--- src/rtl/usb_tx_packet_encoder.sv ---
// usb_tx_packet_encoder: USB full-speed tx encoder (SYNC, PID, payload, CRC16, EOP; NRZI + bit stuffing).
// Ports: clk/n_rst, tx_packet/buffer_occupancy in, tx_packet_data+get_tx_packet_data pop, dplus/dminus/active/error out. Option: USB_TX_STALL_EN.
module usb_tx_packet_encoder #(
  parameter int CLKS_PER_BIT = 4
) (
  input  logic       clk,
  input  logic       n_rst,
  input  logic [2:0] tx_packet,
  input  logic [6:0] buffer_occupancy,
  input  logic [7:0] tx_packet_data,
  output logic       get_tx_packet_data,
  output logic       dplus_out,
  output logic       dminus_out,
  output logic       tx_transfer_active,
  output logic       tx_error
);

  localparam int TW = (CLKS_PER_BIT > 2) ? $clog2(CLKS_PER_BIT) : 1;
  localparam logic [TW-1:0] T_LAST = TW'(CLKS_PER_BIT - 1);

  localparam logic [2:0] C_DATA0 = 3'd1;
  localparam logic [2:0] C_ACK   = 3'd2;
  localparam logic [2:0] C_NAK   = 3'd3;
  localparam logic [2:0] C_STALL = 3'd4;

  localparam logic [7:0] SYNC_BYTE = 8'h80;

  typedef enum logic [2:0] {
    S_IDLE,
    S_SYNC,
    S_PID,
    S_DATA,
    S_CRC_LO,
    S_CRC_HI,
    S_EOP_SE0,
    S_EOP_J
  } state_t;

  state_t state_q, state_d;

  logic [2:0]    code_q, code_d;
  logic [6:0]    rem_q, rem_d;
  logic [7:0]    sh_q, sh_d;
  logic [2:0]    idx_q, idx_d;
  logic [TW-1:0] tmr_q, tmr_d;
  logic [2:0]    ones_q, ones_d;
  logic          stuff_q, stuff_d;
  logic [15:0]   crc_q, crc_d;
  logic          lj_q, lj_d;
  logic          se0_q, se0_d;
  logic          err_q, err_d;

  logic       legal;
  logic [7:0] pid_byte;
  logic [6:0] occ_cap;
  logic       bit_end;
  logic [2:0] ones_n;
  logic       pop;
  logic       emit;
  logic       emit_stuff;

  function automatic logic [15:0] crc_step(
    input logic [15:0] c,
    input logic        b
  );
    crc_step = (c[0] ^ b) ? ((c >> 1) ^ 16'hA001) : (c >> 1);
  endfunction

  always_comb begin
    legal = (tx_packet == C_DATA0) ||
            (tx_packet == C_ACK) ||
            (tx_packet == C_NAK);
`ifdef USB_TX_STALL_EN
    legal = legal || (tx_packet == C_STALL);
`endif
  end

  always_comb begin
    case (code_q)
      C_DATA0: pid_byte = 8'hC3;
      C_ACK:   pid_byte = 8'hD2;
      C_NAK:   pid_byte = 8'h5A;
      default: pid_byte = 8'h1E;
    endcase
  end

  assign occ_cap = (buffer_occupancy > 7'd64) ? 7'd64 : buffer_occupancy;
  assign bit_end = (tmr_q == T_LAST);
  assign ones_n  = sh_q[0] ? ones_q + 3'd1 : 3'd0;

  always_comb begin
    state_d    = state_q;
    code_d     = code_q;
    rem_d      = rem_q;
    sh_d       = sh_q;
    idx_d      = idx_q;
    ones_d     = ones_q;
    stuff_d    = stuff_q;
    crc_d      = crc_q;
    lj_d       = lj_q;
    se0_d      = se0_q;
    err_d      = 1'b0;
    pop        = 1'b0;
    emit       = 1'b0;
    emit_stuff = 1'b0;
    tmr_d      = tmr_q + TW'(1);
    if (state_q == S_IDLE || bit_end)
      tmr_d = '0;

    if (state_q == S_IDLE) begin
      if (tx_packet != 3'd0) begin
        if (legal) begin
          state_d = S_SYNC;
          code_d  = tx_packet;
          rem_d   = occ_cap;
          sh_d    = SYNC_BYTE;
          idx_d   = 3'd0;
          ones_d  = 3'd0;
          stuff_d = 1'b0;
          crc_d   = 16'hFFFF;
          emit    = 1'b1;
        end else begin
          err_d = 1'b1;
        end
      end
    end else if (bit_end) begin
      emit = 1'b1;
      if (stuff_q) begin
        // stuffed bit done; the pointer was already advanced
        stuff_d = 1'b0;
      end else begin
        unique case (state_q)
          S_SYNC, S_PID, S_DATA, S_CRC_LO, S_CRC_HI: begin
            if (state_q == S_DATA)
              crc_d = crc_step(crc_q, sh_q[0]);
            if (idx_q != 3'd7) begin
              sh_d  = sh_q >> 1;
              idx_d = idx_q + 3'd1;
            end else begin
              idx_d = 3'd0;
              unique case (state_q)
                S_SYNC: begin
                  state_d = S_PID;
                  sh_d    = pid_byte;
                end
                S_PID, S_DATA: begin
                  if (code_q != C_DATA0) begin
                    state_d = S_EOP_SE0;
                  end else if (rem_q != 7'd0) begin
                    pop     = 1'b1;
                    sh_d    = tx_packet_data;
                    rem_d   = rem_q - 7'd1;
                    state_d = S_DATA;
                  end else begin
                    state_d = S_CRC_LO;
                    sh_d    = ~crc_d[7:0];
                  end
                end
                S_CRC_LO: begin
                  state_d = S_CRC_HI;
                  sh_d    = ~crc_q[15:8];
                end
                S_CRC_HI: state_d = S_EOP_SE0;
                default: ;
              endcase
            end
            if (ones_n == 3'd6) begin
              stuff_d    = 1'b1;
              ones_d     = 3'd0;
              emit_stuff = 1'b1;
            end else begin
              ones_d = ones_n;
            end
          end
          S_EOP_SE0: begin
            if (idx_q == 3'd1) begin
              state_d = S_EOP_J;
              idx_d   = 3'd0;
            end else begin
              idx_d = 3'd1;
            end
          end
          S_EOP_J: state_d = S_IDLE;
          default: ;
        endcase
      end
    end

    // drive the symbol for the bit period that starts next
    if (emit) begin
      if (emit_stuff) begin
        lj_d  = ~lj_q;
        se0_d = 1'b0;
      end else begin
        unique case (state_d)
          S_SYNC, S_PID, S_DATA, S_CRC_LO, S_CRC_HI: begin
            lj_d  = sh_d[0] ? lj_q : ~lj_q;
            se0_d = 1'b0;
          end
          S_EOP_SE0: se0_d = 1'b1;
          S_EOP_J, S_IDLE: begin
            se0_d = 1'b0;
            lj_d  = 1'b1;
          end
          default: ;
        endcase
      end
    end
  end

  always_ff @(posedge clk or negedge n_rst) begin
    if (!n_rst) begin
      state_q <= S_IDLE;
      code_q  <= 3'd0;
      rem_q   <= 7'd0;
      sh_q    <= 8'd0;
      idx_q   <= 3'd0;
      tmr_q   <= '0;
      ones_q  <= 3'd0;
      stuff_q <= 1'b0;
      crc_q   <= 16'hFFFF;
      lj_q    <= 1'b1;
      se0_q   <= 1'b0;
      err_q   <= 1'b0;
    end else begin
      state_q <= state_d;
      code_q  <= code_d;
      rem_q   <= rem_d;
      sh_q    <= sh_d;
      idx_q   <= idx_d;
      tmr_q   <= tmr_d;
      ones_q  <= ones_d;
      stuff_q <= stuff_d;
      crc_q   <= crc_d;
      lj_q    <= lj_d;
      se0_q   <= se0_d;
      err_q   <= err_d;
    end
  end

  assign get_tx_packet_data = pop;
  assign dplus_out          = ~se0_q & lj_q;
  assign dminus_out         = ~se0_q & ~lj_q;
  assign tx_transfer_active = (state_q != S_IDLE);
  assign tx_error           = err_q;

endmodule
--- config.mk ---
export PLATFORM = sky130hd
export DESIGN_NAME = usb_tx_packet_encoder
export DESIGN_NICKNAME = d
export VERILOG_FILES = /design/src/rtl/usb_tx_packet_encoder.sv
export SDC_FILE = /design/constraint.sdc
export NUM_CORES = 1
export LEC_CHECK = 0
export CORE_UTILIZATION = 45
export DETAILED_ROUTE_END_ITERATION = 8
export SYNTH_ARGS = -nofsm -noshare
export SYNTH_HDL_FRONTEND = slang
export SYNTH_SLANG_ARGS = --single-unit
--- constraint.sdc ---
create_clock -name clk -period 2.3 [get_ports clk]
set_input_delay 0.23 -clock clk [delete_from_list [all_inputs] [get_ports clk]]
set_output_delay 0.23 -clock clk [all_outputs]
set_load 0.02 [all_outputs]
Word-level counts from Yosys, hierarchy flattened
Cells that the tools add are included.
{ "word_totals": {"ff_bits": 49, "in_bits": 20, "out_inout_bits": 5} }
{ "op_classes": {"n_bitwise": 8, "eq_ne": 32, "n_lt_le_gt_ge": 1, "add_sub_neg": 4, "reduce_logical": 29, "muxes": 89} }
{ "op_table": {"columns": ["cell", "count"], "rows": [
  ["16-bit 2-to-1 mux", 12],
  ["7-bit 2-to-1 mux", 11],
  ["8-bit 2-to-1 mux", 9],
  ["3-bit 2-to-1 mux", 21],
  ["8-bit case mux with 3 select lines", 2],
  ["1-bit 2-to-1 mux", 28],
  ["3-bit == test, second input constant", 9],
  ["3-bit by 2-bit == test with 1-bit output, second input constant", 8],
  ["8-bit NOT", 2],
  ["3-bit by 1-bit == test with 1-bit output, second input constant", 5],
  ["3-bit case mux with 4 select lines", 1],
  ["3-bit nonzero test", 4],
  ["5-bit AND reduction", 2],
  ["2-bit nonzero test", 5],
  ["5-bit OR reduction", 2],
  ["3-bit case mux with 3 select lines", 1],
  ["3-bit AND reduction", 3],
  ["9-bit AND reduction", 1],
  ["7-bit > comparator, second input constant", 1],
  ["7-bit AND reduction", 1],
  ["7-bit nonzero test", 1],
  ["7-bit OR reduction", 1],
  ["7-bit by 1-bit subtractor with 7-bit output, second input constant", 1],
  ["3-bit by 1-bit adder with 3-bit output, second input constant", 2],
  ["19 further kinds", 30]
]} }

Depth between registers and ports, before layout
{ "logic_depth": {"word_depth": 19, "depth_mapped": 10, "depth_no_buf": 9} }

Least setup slack after synthesis
OpenSTA, ideal clock, no wires.
{ "synth_path": {"kind": "register to register", "startpoint": "reg idx_q[0]", "endpoint": "reg lj_q", "stages_incl_launch_ff": 10, "period_less_slack_ns": 2.151, "n_path_buf": 0, "setup_slack_ns": 0.149, "arrival_ns": 2.069, "path_cell_list": "dfrtp_1 ha_1 ha_1 nand3b_1 a21oi_1 o21ai_0 o2bb2ai_4 nor2b_1 or4_1 a2bb2oi_1"} }
{ "synth_between": {"elab_chain_cells": 10, "word_cells_on_any_way": 27} }
{ "synth_rtl": {"columns": ["element", "line", "rtl"], "rows": [
  ["from (decl)", "44", "logic [2:0] idx_q, idx_d;"],
  ["from (signal assigned)", "230", "idx_q <= idx_d;"],
  ["3-bit by 1-bit == test with 1-bit output or 3-bit inequality test (tied branches)", "176, 136", null],
  ["3-bit 2-to-1 mux, on equally long branches", "176, 136", null],
  ["3-bit case mux with 3 select lines *", "132", "unique case (state_q)"],
  ["3-bit 2-to-1 mux *", "128", "if (stuff_q) begin"],
  ["3-bit 2-to-1 mux *", "126", "end else if (bit_end) begin"],
  ["3-bit 2-to-1 mux *", "110", "if (state_q == S_IDLE) begin"],
  ["named net state_d[0]", "39", "state_t state_q, state_d;"],
  ["3-bit by 1-bit == test with 1-bit output (tied with other cells)", "195", "unique case (state_d)"],
  ["5-bit OR reduction or 2-bit OR reduction (tied branches)", "195", null],
  ["3-bit inequality test (no source line) (tied with other cells)", null, null],
  ["3-bit AND reduction (no source line) or 1-bit 2-to-1 mux (tied branches)", null, null],
  ["to (signal assigned)", "235", "lj_q <= lj_d;"],
  ["to (decl)", "49", "logic lj_q, lj_d;"]
]} }
Mark *: on every way through the listed nets, which the timed path passes. The rest lies on a longest branch. The select of a mux whose other input is x is not followed.
A chain may end at the register's enable or synchronous reset.

Worst setup path in the final report
{ "layout_path": {"startpoint": "reg code_q[1]", "endpoint": "out get_tx_packet_data"} }
{ "layout_between": {"elab_chain_cells": 8} }
{ "layout_rtl": {"columns": ["element", "line", "rtl"], "rows": [
  ["from (decl)", "41", "logic [2:0] code_q, code_d;"],
  ["from (signal assigned)", "227", "code_q <= code_d;"],
  ["3-bit by 1-bit inequality test with 1-bit output", "147", "if (code_q != C_DATA0) begin"],
  ["1-bit 2-to-1 mux", "147", null],
  ["1-bit 2-to-1 mux", "141", "unique case (state_q)"],
  ["1-bit 2-to-1 mux", "136", "if (idx_q != 3'd7) begin"],
  ["1-bit 2-to-1 mux", "132", null],
  ["1-bit 2-to-1 mux", "128", null],
  ["1-bit 2-to-1 mux", "126", null],
  ["1-bit 2-to-1 mux", "110", null],
  ["to (decl)", "11", "output logic get_tx_packet_data,"]
]} }
No other way between the ends.

==> flow_summary.yaml <==
floorplanning:
  num_rows: 29
  core-area_mm2: 0.00649
  start_util_pct: 47.8
  dieArea_mm2: 0.00723
  die-height_um: 85.0
  die_x_um: 85.0
  pin_count: 25
layout:
  final_common_cell: "nor2_1"
  diodes: 0
  mostFrequentLayoutCells: "nor2_1 (45), a21oi_1 (41), nand2_1 (38), buf_4 (34), dfrtp_1 (30)"
  layout.nets: 432
  layout-drive-gt1-share_pct: 19.0
  final_core_util_pct: 57.4
  fillers: 577
  area_growth_pct: 20.2
routing:
  wl_per_cell_um: 16.0
  drt-initial-drc-count: 222
  dr_total_vias: 2766
  firstDrtPassIters: 4
  drc: 0
  drt_wl_total_mm: 7.72
  postRouteAntennaNets: 0
  vias_per_cell: 5.73
power:
  irDropWorstVdd_mv: 0.545
  p_leak_uw: 0.00159
  powerDensity_mw_per_mm2: 1100
synthesis:
  avgSynthCellArea_um2: 8.67
  synth_compound_area_share_pct: 24.0
  synth_top_family_by_area: "compound AO/OA/AOI/OAI gates"
  syn_area_mm2: 0.00310
  synth.area.mux_share_pct: 3.23
  seq_area_frac_synth_pct: 40.2
  synthDistinctLibCells: 66
  synthAdderAreaFrac_pct: 2.82
  async_flop_share_pct: 100
  synth-main-ff-cell: "dfrtp_1"
  synthesis.nets: 385
  ys.warnings.count: 0
  synth-seq-cells: 49
  synth-simple-area-share_pct: 23.2
  syn_inst: 358
  synth-edff-count: 0
  synthXorXnorAreaFrac_pct: 1.98
sta:
  slew_violations: 0
  worstMarginPinSlew_ns: 0.600
  fin_setup_tns_ns: 0
  period_share_pct: 96.4
  slew_headroom_pct: 60.0
  hold-worst-slack_ns: 0.414
  finalSetupViolations: 0
  timing.fmax_mhz: 451
  fin_crit_ns: 2.22
  hold_violations: 0
  rsz0062_at_grt: "false"
  clock_skew_ns: 0.00766
placed_design:
  numPortBuffers: 24
  gp_congestion: 0.864
  hpwl_mm: 5.86
cts:
  cts_tree: "built"
  cts-buffers-inserted: 5
  post_cts_buffers: 0
  clk_latency_ns: 0.31
  h-tree-depth: 2
  clkSinkCount: 49
  clk_pin_slew_ns: 0.10
  clockBufferDepth: 2
  root_buffer: "clkbuf_8"
worst_setup_path:
  worst-setup-path-type: "register to output pin"
  crit_path_end_kind: "output pin"
  cp_max_fo: 7
  ff2ff_setup_slack_ns: 0.12
  required_ns: 2.07
  crit_arrival_ns: 1.99
  start_kind: "register"
global_route:
  gr-max-usage-layer: "met2"
  grt_util_met3_pct: 3.02
  met2_usage_pct: 39.3
  grt_max_degree: 29
  grt_pass1_vias: 2739
  grt-ovfl-total: 0
  grt_pass1_wl_mm: 13.3
  antenna_found_initial: 0
  grtUsageMet1_pct: 31.5
  grt_util_all_layers_pct: 23.3
status:
  outcome: "finished clean"
job:
  max_cap_viol_count: 0
min_path:
  hold_path.class: "input pin to async pin"
[power by group]
part	leakage (uW)	internal, uW	switching, uW	total (uW)
registers	0.000586	1250	276	1530
clock network	0.0000439	211	310	521
logic	0.000964	957	1110	2060
total	0.00159	2420	1690	4110
[cells by family after synthesis]
family                     count (synthesis)
xor gates and xnor gates                   7
DFF                                       49
and+or+nand+nor                          140
adders and majority gates                  7
AOI/OAI and AO/OA                        114
buffers and inverters                     31
muxes                                     10
[stage by stage]
| stage | cells | worst slack, ns | power [uW] | area, um2 |
|---|---|---|---|---|
| after floorplan | 358 | 0.149 | 2910 | 3100 |
| final | 483 | 0.0820 | 4110 | 3730 |
| after global placement | 474 | 0.0597 | 3560 | 3630 |
| after global routing | 483 | 0.00121 | 4470 | 3730 |
| after CTS | 483 | 0.0333 | 4120 | 3720 |
| after detailed placement | 474 | 0.0640 | 3600 | 3630 |
[layout make-up]
class                      count  area, um2  share of cell area (%)
clock buffer                   5       68.8                    1.85
clock inverter                 3       17.5                   0.470
inverter                      10       37.5                    1.01
multi-input combinational    278       1720                    46.1
sequential                    49       1250                    33.5
tap                           77       96.3                    2.58
timing repair buffer          61        539                    14.5
[critical path, stage by stage, from the launching register on]
cell and delay [ns]:
dfrtp_1 0.38, or3b_1 0.50, nor3_4 0.16, nand3_1 0.14
nor2_1 0.15, dlygate4sd2_1 0.35
[registers in the layout (all words and copies together) (netlist names)]
| name | flops |
|---|---|
| stuff_q | 1 |
| state_q | 3 |
| lj_q | 1 |
| rem_q | 7 |
| sh_q | 8 |
| se0_q | 1 |
| code_q | 3 |
| idx_q | 3 |
| tmr_q | 2 |
| tx_error | 1 |
| crc_q | 16 |
| ones_q | 3 |
[final timing paths]
| path | startpoint | endpoint | cells after the start |
|---|---|---|---|
| setup / recovery | code_q[1] | get_tx_packet_data | 5 |
| setup reg to reg | code_q[1] | lj_q | 8 |
| hold reg to reg | tmr_q[0] | tmr_q[0] | 1 |
| min in group clk | tmr_q[0] | tmr_q[0] | 1 |
| max in group asynchronous | n_rst | crc_q[7] | 3 |
| hold / removal | n_rst | idx_q[0] | 2 |
[repair_timing]
action / in CTS / in global routing
resized for setup: 1 / 6
gates cloned: 0 / 0
hold endpoints to repair: 13 / 0
endpoints found under the setup margin: 1 / 6
hold buffers: 1 / 0
[routing by layer]
| metal | share of wire (%) | vias to the layer above | wire, um |
|---|---|---|---|
| met5 | 0 | - | 0 |
| met4 | 1.1 | 0 | 85 |
| met3 | 2.5 | 8 | 190 |
| met2 | 47 | 41 | 3640 |
| met1 | 49 | 1320 | 3810 |
| li1 | - | 1397 | - |
[cell usage after synthesis (5+ instances only)]
cell	number	area (um2)
or3_1	5	31.3
o21ai_0	24	120
nor2b_1	8	50.1
buf_2	7	35.0
nand2_1	38	143
mux2i_1	10	100
dfrtp_1	32	801
nor2_1	45	169
clkbuf_1	9	33.8
a21oi_1	41	205
a31oi_1	5	31.3
inv_1	9	33.8
nor3_1	8	40.0
dfstp_2	17	447
nand3_1	5	25.0
ha_1	7	87.6
o221ai_1	6	52.6
a22oi_1	6	45.0
Note: power is estimated with default switching activity, not from simulation.
